[config.mk]
export PLATFORM = sky130hd
export DESIGN_NAME = prod_accum
export DESIGN_NICKNAME = d
export VERILOG_FILES = /design/src/rtl/prod_accum.sv
export SDC_FILE = /design/constraint.sdc
export NUM_CORES = 1
export LEC_CHECK = 0
export ABC_AREA = 0
export CAP_MARGIN = 30
export CORE_MARGIN = 1.5
export CORE_UTILIZATION = 40
export DETAILED_ROUTE_END_ITERATION = 16
export SLEW_MARGIN = 20
export SYNTH_ARGS = -nofsm -noshare
export SYNTH_HDL_FRONTEND = slang
export SYNTH_SLANG_ARGS = --single-unit
export TNS_END_PERCENT = 100
[constraint.sdc]
create_clock -name clk -period 2.5 [get_ports clk]
set_input_delay 0.25 -clock clk [delete_from_list [all_inputs] [get_ports clk]]
set_output_delay 0.25 -clock clk [all_outputs]
set_load 0.05 [all_outputs]
[src/rtl/prod_accum.sv]
// Accumulates a stream of unsigned products into a wide running sum.
// The sum, term count and sticky overflow are presented on a valid/ready output when a `last` beat arrives.
module prod_accum #(
   parameter int unsigned PROD_W = 16,
   parameter int unsigned ACC_W  = 24,
   parameter int unsigned CNT_W  = 8
) (
   input  logic              clk,
   input  logic              rst,
   input  logic              clr,
   input  logic              in_valid,
   output logic              in_ready,
   input  logic [PROD_W-1:0] in_prod,
   input  logic              in_last,
   output logic              out_valid,
   input  logic              out_ready,
   output logic [ACC_W-1:0]  out_sum,
   output logic [CNT_W-1:0]  out_count,
   output logic              out_overflow
);

   typedef enum logic [1:0] {IDLE, ACCUM, DONE} state_t;

   state_t             state_q, state_d;
   logic [ACC_W-1:0]   acc_q, acc_d;
   logic [CNT_W-1:0]   cnt_q, cnt_d;
   logic               ovf_q, ovf_d;
   logic [ACC_W-1:0]   sum_q, sum_d;
   logic [CNT_W-1:0]   count_q, count_d;
   logic               oflag_q, oflag_d;
   logic [ACC_W:0]     sum_ext;
   logic               accept;

   assign in_ready     = (state_q != DONE);
   assign out_valid    = (state_q == DONE);
   assign accept       = in_valid && in_ready;
   assign out_sum      = sum_q;
   assign out_count    = count_q;
   assign out_overflow = oflag_q;

   always_comb begin
      state_d = state_q;
      acc_d   = acc_q;
      cnt_d   = cnt_q;
      ovf_d   = ovf_q;
      sum_d   = sum_q;
      count_d = count_q;
      oflag_d = oflag_q;
      sum_ext = {1'b0, acc_q} + {1'b0, ACC_W'(in_prod)};

      case (state_q)
         IDLE: begin
            if (accept) begin
               acc_d = ACC_W'(in_prod);
               cnt_d = CNT_W'(1);
               ovf_d = 1'b0;
            end
         end
         ACCUM: begin
            if (accept) begin
               acc_d = sum_ext[ACC_W-1:0];
               ovf_d = ovf_q | sum_ext[ACC_W];
               cnt_d = (cnt_q == '1) ? cnt_q : cnt_q + CNT_W'(1);
            end
         end
         DONE: begin
            if (out_ready) state_d = IDLE;
         end
         default: state_d = IDLE;
      endcase

      // The result registers capture the next-state values so the last beat is included.
      if (accept) begin
         state_d = in_last ? DONE : ACCUM;
         if (in_last) begin
            sum_d   = acc_d;
            count_d = cnt_d;
            oflag_d = ovf_d;
         end
      end

      if (clr) begin
         state_d = IDLE;
         acc_d   = '0;
         cnt_d   = '0;
         ovf_d   = 1'b0;
         sum_d   = '0;
         count_d = '0;
         oflag_d = 1'b0;
      end
   end

   always_ff @(posedge clk) begin
      if (rst) begin
         state_q <= IDLE;
         acc_q   <= '0;
         cnt_q   <= '0;
         ovf_q   <= 1'b0;
         sum_q   <= '0;
         count_q <= '0;
         oflag_q <= 1'b0;
      end else begin
         state_q <= state_d;
         acc_q   <= acc_d;
         cnt_q   <= cnt_d;
         ovf_q   <= ovf_d;
         sum_q   <= sum_d;
         count_q <= count_d;
         oflag_q <= oflag_d;
      end
   end

endmodule

# Word-level counts from Yosys, hierarchy flattened

Index checks and enable logic that the tools add are counted.

Memories: 0
ROM bits: 0
Bits in writable memories: 0
Input bits: 22
Word-level logic and storage cells: 36
Flip-flop bits (word level): 68
Latch bits: 0

Magnitude comparators: 0
Multiplexer cells: 14
Shift-type cells: 0
Multipliers: 0
Add/sub/neg operators: 2
Reductions and logical operators: 6
Bitwise logic cells: 1
Eq/ne operators: 6
Div/mod/pow operators: 0

Operator list:

| kind                                                   | number |
|---|---|
| 2-to-1 mux 24 bit                                      | 2 |
| one-hot mux 24 bit (2 select lines)                    | 1 |
| adder 24 x 16 -> 25 bit                                | 1 |
| 2-to-1 mux 8 bit                                       | 3 |
| one-hot mux 8 bit (2 select lines)                     | 1 |
| adder 8 x 1 -> 8 bit (second input constant)           | 1 |
| equality test 8 bit (second input constant)            | 1 |
| 2-to-1 mux 2 bit                                       | 3 |
| one-hot mux 2 bit (2 select lines)                     | 1 |
| AND reduction 2 bit                                    | 2 |
| OR reduction 2 bit                                     | 2 |
| inequality test 3 x 1 -> 1 bit (second input constant) | 1 |
| equality test 2 x 1 -> 1 bit (second input constant)   | 1 |
| equality test 2 bit (second input constant)            | 1 |
| zero test 2 bit                                        | 1 |
| 2-to-1 mux 1 bit                                       | 2 |
| inequality test 2 x 1 -> 1 bit (second input constant) | 1 |
| inequality test 2 bit (second input constant)          | 1 |
| one-hot mux 1 bit (2 select lines)                     | 1 |
| logical AND 1 bit                                      | 1 |
| bitwise OR 1 bit                                       | 1 |

# Logic depth before layout (Yosys ltp)

Gate-level depths: netlist (run 1).

Depth after elaboration: 4
Mapped depth: 10
Depth with buffers taken out: 10

# Worst setup path after synthesis (run 1)

No wires, ideal clock.

Kind: register to register
Start: reg acc_q[0]
End: reg sum_q[20], in the netlist out_sum[20]
Cell stages (with the launch flop): 11
Arrival: 2205 ps
Setup time: 67 ps
Setup slack: 228 ps
Cells stage by stage: dfxtp_1 -> ha_1 -> inv_1 -> fa_1 -> nor2b_1 -> o2111ai_1 -> nand2_1 -> a21oi_4 -> nor4b_2 -> mux2_4 -> a21oi_2

Cells in the longest elaborated chain, start to end: 3

RTL lines:

| what                                | RTL line | source |
|---|---|---|
| start, declared                     | 25       | `logic [ACC_W-1:0] acc_q, acc_d;` |
| start signal, assigned              | 96       | `acc_q <= '0;` |
| start signal, assigned              | 104      | `acc_q <= acc_d;` |
| adder 24 x 16 -> 25 bit             | 49       | `sum_ext = {1'b0, acc_q} + {1'b0, ACC_W'(in_prod)};` |
| 2-to-1 mux 24 bit                   | 60       | `if (accept) begin` |
| one-hot mux 24 bit (2 select lines) | 51       | `case (state_q)` |
| end signal, assigned                | 107      | `sum_q <= sum_d;` |
| end, declared                       | 28       | `logic [ACC_W-1:0] sum_q, sum_d;` |

Every way passes these cells.
A chain may end at the register's enable or synchronous reset.

# Worst setup path in the final report (run 1)

Start: in in_prod[6]
End: reg sum_q[23], in the netlist out_sum[23]

Cells in the longest elaborated chain, start to end: 3

RTL lines:

| what                                | RTL line | source |
|---|---|---|
| start, declared                     | 13       | `input logic [PROD_W-1:0] in_prod,` |
| adder 24 x 16 -> 25 bit             | 49       |  |
| 2-to-1 mux 24 bit                   | 60       |  |
| one-hot mux 24 bit (2 select lines) | 51       |  |

Every way passes these cells.

==> out/results.env, run 1 <==
CRIT_PATH_END_KIND='register'
CRITICAL_PATH.STARTPOINT_TYPE='primary input'
MAX_CLOCK_FREQ_MHz=420
YS_TOP_CELLS_BY_AREA='dfxtp_1 36%, a21oi_1 6.7%, ha_1 5.7%'
DRC=0
PART_OF_THE_TOTAL_POWER_DISSIPATED_IN_COMBINATIONAL_LOGIC_PCT=18.6
PORT_BUFFERS=56
SYN-INSTANCE-COUNT=462
ROUTE.DETAILED.WL_PER_INST_UM=15.7
GRT_PASS1_VIAS=3656
OVERFLOW=0
PIN_COUNT=57
NET-SWITCHING-POWER_mW=0.753
YOSYS.CELL_TYPES.COUNT=63
CTS_TREE='built'
POWER.DENSITY_nW_PER_UM2=535
VIAS_PER_CELL=5.45
CRITICAL-PATH-SLOWEST-CELL='clkdlybuf4s50_1'
POSTROUTEANTENNANETS=0
FILLCELLCOUNT=899
SYNTH_TOP_CELLS_BY_COUNT='68 x dfxtp_1, 56 x nor2_1, 50 x a21oi_1, 46 x nand2_1, 23 x o21ai_0'
POST-SYNTH-TOP-AREA-CELL='dfxtp_1'
ANTENNADIODECOUNT=0
CLK_ROOT_BUFFER_CELL='clkbuf_8'
PLACED_CELLS_INCL_TAPS=669
CTS_BUFFER_DEPTH=2
SEQUENTIALPOWERSHARE_PCT=40.7
GRT_PASS1_WL_UM=17700
SW_FRAC_OF_TOTAL_PCT=27.3
FINALINSTANCEAREA_UM2=5150
SLEW_VIOLATIONS=0
BUFFERS_AND_INVERTERS_ON_THE_WORST_PATH=2
YS.WARNINGS.COUNT=0
SYN_AVG_CELL_AREA_UM2=8.12
FINAL_CELL_COUNT_NO_FILL=685
HOLD_CLASS='register to register'
INITIAL_CORE_UTIL_PCT=41.0
POST-SYNTH-TOP-AREA-FRACTION_PCT=36.3
SETUP_VIOLATION_TOTAL_IN_THE_FINAL_TIMING_REPORT=0
GRT_ANTENNA_BEFORE_REPAIR=0
AREA_GROWTH_PCT=37.4
YS_ASYNC_SR_FRACTION_PCT=0
CORE_UM2=9150
CLKLATENCYLATEPIN_NS=0.35
TIMING.FINAL.CRIT_SHARE_PCT=95.2
POST_DP_CELL_AREA_UM2=4840
TIMING.SETUP.CRITICAL_PATH_CLASS='primary input to register'
NETS_FINAL=609
CLKSINKCOUNT=68
DOMINANTREGCELLSYNTH='dfxtp_1'
DIE_H_UM=99.8
SYN_AREA_UM2=3750
CRITICAL_PATH_REQUIRED_NS=2.79
TIMING.CLOCK.SKEW_NS=0.00934
GLOBALPLACE.CONGESTION=0.905
FINALPOWER_mW=2.76
WORST_SETUP_HOLD_PATH_CLK_SLEW_NS=0.08
ROUTED_WIRELENGTH_UM=10800
FINALHOLDVIOLCOUNT=0
CELL_INTERNAL_PWR_mW=2.00
STATUS='complete, no violations'
SYNTH-SEQ-CELLS=68
CP_CELL_SEQUENCE='clkdlybuf4s50_1 -> ha_1 -> nand2_1 -> or3_1 -> a21oi_4 -> o31ai_4 -> buf_4 -> nor4_2 -> mux2_4 -> a21oi_2'
WORST_IR_DROP_VDD_V=0.000263
CLKPWRFRAC_PCT=40.7
MAXSLEWHEADROOM_PCT=40.9
DETAILED_PLACE_HPWL_UM=7890
CLOCK_TREE.HTREE_LEVEL_COUNT=3
POST_CTS_HOLD_BUFFER_COUNT=0
DRT_FIRST_ITER_VIOLATIONS=141
YOSYSMOSTFREQUENTCELL='dfxtp_1'
TIMING.CRITICAL_PATH.MAX_DELAY_FAMILY='simple AND/OR/NAND/NOR gates'
TIMING.CRITICAL_PATH.FANOUT_MAX=5
CAP_VIOLATIONS=0
MIN_PERIOD_NS=2.38
TIGHTEST_SLEW_NS=0.886
VIAS=3730
POST_ROUTE_CELLS_DRIVE_ABOVE_1_SHARE_PCT=20.6
CRIT_ARRIVAL_NS=2.67
MAPPEDNETLISTNETS=502
DRT_FIRST_PASS_ITERS=4
MAXIMUM_NUMBER_OF_PINS_ON_ONE_NET_BEFORE_GLOBAL_ROUTE_REPAIR=41
STATIC-LEAKAGE-POWER_nW=2.04
CORE.ROWCOUNT=35
SYNTH.YOSYS.SEQ_AREA_SHARE_PCT=36.3
CTS_INSERTED_BUFFERS=9
DIE_AREA_UM2=9960
SYNTH_EDF_COUNT=0
GLOBAL_ROUTE_USAGE_SUM_PCT=22.5
DIEWIDTH_UM=99.8
WHS_NS=0.460
CP_SLOWEST_STAGE_DELAY_NS=0.45
cell families (layout without fill, tap and decap cells):
group	after synthesis	count (layout)	share of synthesized area (%)
adders and majority gates	18	18	6.21
xor gates and xnor gates	8	8	1.87
AOI/OAI and AO/OA	151	151	25.6
muxes	13	13	4.10
and+or+nand+nor	169	169	22.2
DFF	68	68	36.3
buffers and inverters	35	147	3.70
final timing paths:
kind / startpoint / to / slack (ns) / cells after the start
worst min register to register: out_count[0] / out_count[0] / 0.46 / 2
worst max-delay path: in_prod[6] / out_sum[23] / 0.12 / 10
worst min-delay path: out_count[0] / out_count[0] / 0.46 / 2
worst max register to register: acc_q[8] / out_sum[23] / 0.17 / 9
metrics by stage:
| stage | setup TNS, ns | worst slack [ns] | utilization, % |
|---|---|---|---|
| after floorplan | 0 | 0.228 | - |
| after global placement | -6.10 | -0.336 | 52.9 |
| after detailed placement | -6.85 | -0.338 | 52.9 |
| after CTS | 0 | 0.0310 | 55.6 |
| after global routing | -0.0436 | -0.0229 | 56.3 |
| final | 0 | 0.119 | 56.3 |
flip-flops by register name, summed over array words and instances (netlist names):
| register | cells |
|---|---|
| acc_q | 24 |
| out_sum | 24 |
| cnt_q | 8 |
| out_count | 8 |
| state_q | 2 |
| out_overflow | 1 |
| ovf_q | 1 |
layout make-up:
class	instances	area (um^2)	area share, %
clock buffers	9	124	2.40
clock inverters	7	124	2.40
inverters	11	41.3	0.801
multi-input cells	359	2320	44.9
flip-flops and latches	68	1360	26.4
well taps	111	139	2.69
repair buffers	120	1050	20.3
layout by cell type (no fill, tap or decap), types with 4 or more instances in the layout:
| cell type | count |
|---|---|
| and2_1 | 6 |
| nand3_1 | 12 |
| or3_1 | 7 |
| a31oi_1 | 9 |
| a21oi_2 | 6 |
| nor3_1 | 4 |
| buf_4 | 65 |
| o211ai_1 | 4 |
| and3_1 | 11 |
| clkbuf_8 | 9 |
| mux2_4 | 4 |
| dfxtp_1 | 68 |
| o21ai_1 | 18 |
| clkdlybuf4s50_1 | 54 |
| nor2_1 | 54 |
| xnor2_1 | 5 |
| inv_1 | 10 |
| nand4_1 | 5 |
| o21ai_0 | 22 |
| a21o_1 | 5 |
| nand2_1 | 45 |
| a21oi_1 | 50 |
| mux2i_1 | 5 |
| o31ai_1 | 4 |
| nor2b_1 | 4 |
| o21a_1 | 7 |
| ha_1 | 15 |
power groups by stage:
| stage | sequential [mW] | combinational [mW] | clock, mW |
|---|---|---|---|
| floorplan | 1.19 | 0.242 | 0 |
| global placement | 1.15 | 0.498 | 0 |
| detailed placement | 1.15 | 0.502 | 0 |
| CTS | 1.12 | 0.505 | 1.15 |
| global route | 1.13 | 0.561 | 1.18 |
| finish | 1.12 | 0.512 | 1.12 |
layer usage:
layer  vias up  part of all wire, %  track usage [%]
met4         0                  1.6             7.48
met3        13                  4.3             2.92
met1      1740                   48             30.7
met2        77                   46             36.9
met5         -                    0                0
li1       1900                    -                -
tightest hold or removal path, cell delays in order, from the launching register on:
cell and delay, ns:
dfxtp_1 0.32, nand2_1 0.05, a21oi_1 0.05
what timing repair did:
action                                  4_1_cts  5_1_grt
setup buffers                                 0        0
gates resized for setup                       0       12
endpoints found under the setup margin        0       13
No activity file was read; power rests on OpenSTA's default activity.
==> run 2: changes to the inputs <==
HOLD_SLACK_MARGIN = 0.03   (was not set)
MAX_ROUTING_LAYER = met4   (was not set)
==> run 2 against run 1 <==
  * Combinational power rose by 0.8%
  * Final cell count is 0.15% higher
  * First-iteration DRC count is 26% higher
  * Die area stayed put
  * Non-clock buffer count rose by 1
  * Sequential share of layout area is 0.18 points higher
  * Critical path type unchanged
  * Largest cell class unchanged
  * Highest routed layer unchanged
==> out/results.env, run 2 (synthesis results as in run 1) <==
STATUS='complete, no violations'
POSTROUTEANTENNANETS=0
TIMING.CRITICAL_PATH.FANOUT_MAX=6
VIAS=3731
VIAS_PER_CELL=5.44
CTS_TREE='built'
CP_SLOWEST_STAGE_DELAY_NS=0.45
DIEWIDTH_UM=99.8
MAX_CLOCK_FREQ_MHz=411
ROUTE.DETAILED.WL_PER_INST_UM=15.6
POST_CTS_HOLD_BUFFER_COUNT=0
ROUTED_WIRELENGTH_UM=10700
GRT_PASS1_VIAS=3514
POST_DP_CELL_AREA_UM2=4850
POWER.DENSITY_nW_PER_UM2=516
CLKSINKCOUNT=68
CORE_UM2=9150
AREA_GROWTH_PCT=36.5
PORT_BUFFERS=56
WORST-R2R-CELL-COUNT=8
INITIAL_CORE_UTIL_PCT=41.0
STAGES_ON_THE_WORST_SETUP_PATH=9
PIN_COUNT=57
DRC=0
CORE.ROWCOUNT=35
OVERFLOW=0
STATIC-LEAKAGE-POWER_nW=2.00
CRITICAL_PATH.STARTPOINT_TYPE='primary input'
GLOBALPLACE.CONGESTION=0.952
SETUP.REG_TO_REG.WORST_SLACK_NS=0.12
TIMING.FINAL.CRIT_SHARE_PCT=97.4
CLK_ROOT_BUFFER_CELL='clkbuf_8'
CTS_BUFFER_DEPTH=2
DETAILED_PLACE_HPWL_UM=7680
CTS_INSERTED_BUFFERS=9
NETS_FINAL=610
POST_ROUTE_CELLS_DRIVE_ABOVE_1_SHARE_PCT=20.3
MOSTFREQUENTLAYOUTCELLS='68 x dfxtp_1, 66 x buf_4, 55 x nor2_1'
GLOBAL_ROUTE_USAGE_SUM_PCT=22.8
TIGHTEST_SLEW_NS=0.854
GRT_SETUP_UNREPAIRED='false'
CAP_VIOLATIONS=0
SLEW_VIOLATIONS=0
DIE_H_UM=99.8
HOLD_CLASS='register to register'
FINALPOWER_mW=2.64
POST_CTS_BUFFERS=0
GRT_PASS1_WL_UM=17400
BUFFERS_AND_INVERTERS_ON_THE_WORST_PATH=1
MOST_FREQUENT_STANDARD_CELL_IN_THE_LAYOUT_EXCLUDING_FILL_AND_TAP_CELLS='dfxtp_1'
WORST_SETUP_HOLD_PATH_CLK_SLEW_NS=0.08
FILLCELLCOUNT=835
SETUP_VIOLATION_TOTAL_IN_THE_FINAL_TIMING_REPORT=0
MAXIMUM_NUMBER_OF_PINS_ON_ONE_NET_BEFORE_GLOBAL_ROUTE_REPAIR=41
LAYOUT.CORE_UTILIZATION_PCT=55.9
CRITICAL-PATH-SLOWEST-CELL='clkdlybuf4s50_1'
CRIT_PATH_END_KIND='register'
TIMING.CRITICAL_PATH.MAX_DELAY_FAMILY='compound AO/OA/AOI/OAI gates'
TIMING.CLOCK.SKEW_NS=0.0114
PLACED_CELLS_INCL_TAPS=670
ANTENNADIODECOUNT=0
MAXSLEWHEADROOM_PCT=43.0
FINAL_CELL_COUNT_NO_FILL=686
CRITICAL_PATH_REQUIRED_NS=2.78
FINALHOLDVIOLCOUNT=0
MIN_PERIOD_NS=2.43
CLKLATENCYLATEPIN_NS=0.35
FINALINSTANCEAREA_UM2=5120
WORST_IR_DROP_VDD_V=0.000263
DIE_AREA_UM2=9960
FIN_TNS_SETUP_NS=0
GRT_ANTENNA_BEFORE_REPAIR=0
CP_CELL_SEQUENCE='clkdlybuf4s50_1 -> ha_1 -> o21ai_0 -> o31ai_1 -> a221o_1 -> a21oi_4 -> nor4b_2 -> mux2_4 -> a21oi_2'
CRIT_ARRIVAL_NS=2.72
TIMING.SETUP.CRITICAL_PATH_CLASS='primary input to register'
DRT_FIRST_PASS_ITERS=5
WORST_HOLD_PATH.NUM_CELLS=2
CLOCK_TREE.HTREE_LEVEL_COUNT=3
DRT_FIRST_ITER_VIOLATIONS=177
==> run 2: cell count changes in the layout (fill, tap and decap cells not counted), sizes merged <==
cell / change
clkinvlp: +1
inv: -1
clkbuf: +1
bufinv: -1
buf: +1
==> run 2: metal layers <==
| metal | global-route usage (%) | part of all wire (%) | wire length (um) | vias to the layer above |
|---|---|---|---|---|
| met5 | - | 0 | 0 | - |
| met1 | 31.3 | 48 | 5170 | 1737 |
| li1 | - | - | - | 1889 |
| met3 | 3.62 | 4.7 | 498 | 18 |
| met4 | 6.28 | 1.5 | 155 | 0 |
| met2 | 35.0 | 45 | 4860 | 87 |
==> run 2: power by group <==
part           internal, mW  switching, mW
sequential             1.11         0.0158
clock                 0.562          0.441
combinational         0.229          0.287
total                  1.90          0.744
==> run 2: worst min-delay path: cells and delay by family (launching register included) <==
family             cells  cell delay [ns]
and+or+nand+nor        1             0.05
AOI/OAI and AO/OA      1             0.05
DFF                    1             0.31
==> run 2: layout make-up <==
| type | instances | area (um^2) | area share (%) |
|---|---|---|---|
| multi-input combinational | 359 | 2300 | 45.0 |
| sequential | 68 | 1360 | 26.6 |
| timing repair buffer | 121 | 1060 | 20.6 |
| tap | 111 | 139 | 2.71 |
| clock buffer | 10 | 128 | 2.49 |
| clock inverter | 6 | 88.8 | 1.74 |
| inverter | 11 | 41.3 | 0.807 |
==> run 2: stage by stage <==
stage,setup slack [ns],hold WS [ns]
2_1_floorplan,0.228,0.433
3_3_place_gp,-0.319,0.447
3_5_place_dp,-0.371,0.448
4_1_cts,0.0406,0.460
5_1_grt,0.00692,0.478
6_report,0.0650,0.455
==> run 2: timing repair <==
item,CTS,global route
gates cloned,0,0
setup endpoints to repair,1,16
resized for setup,1,8
pin swaps,0,2
==> run 2: final timing paths <==
kind,start,endpoint
max,in_prod[12],out_sum[20]
min reg2reg,out_count[6],out_count[6]
max reg2reg,acc_q[12],out_sum[20]
min,out_count[6],out_count[6]
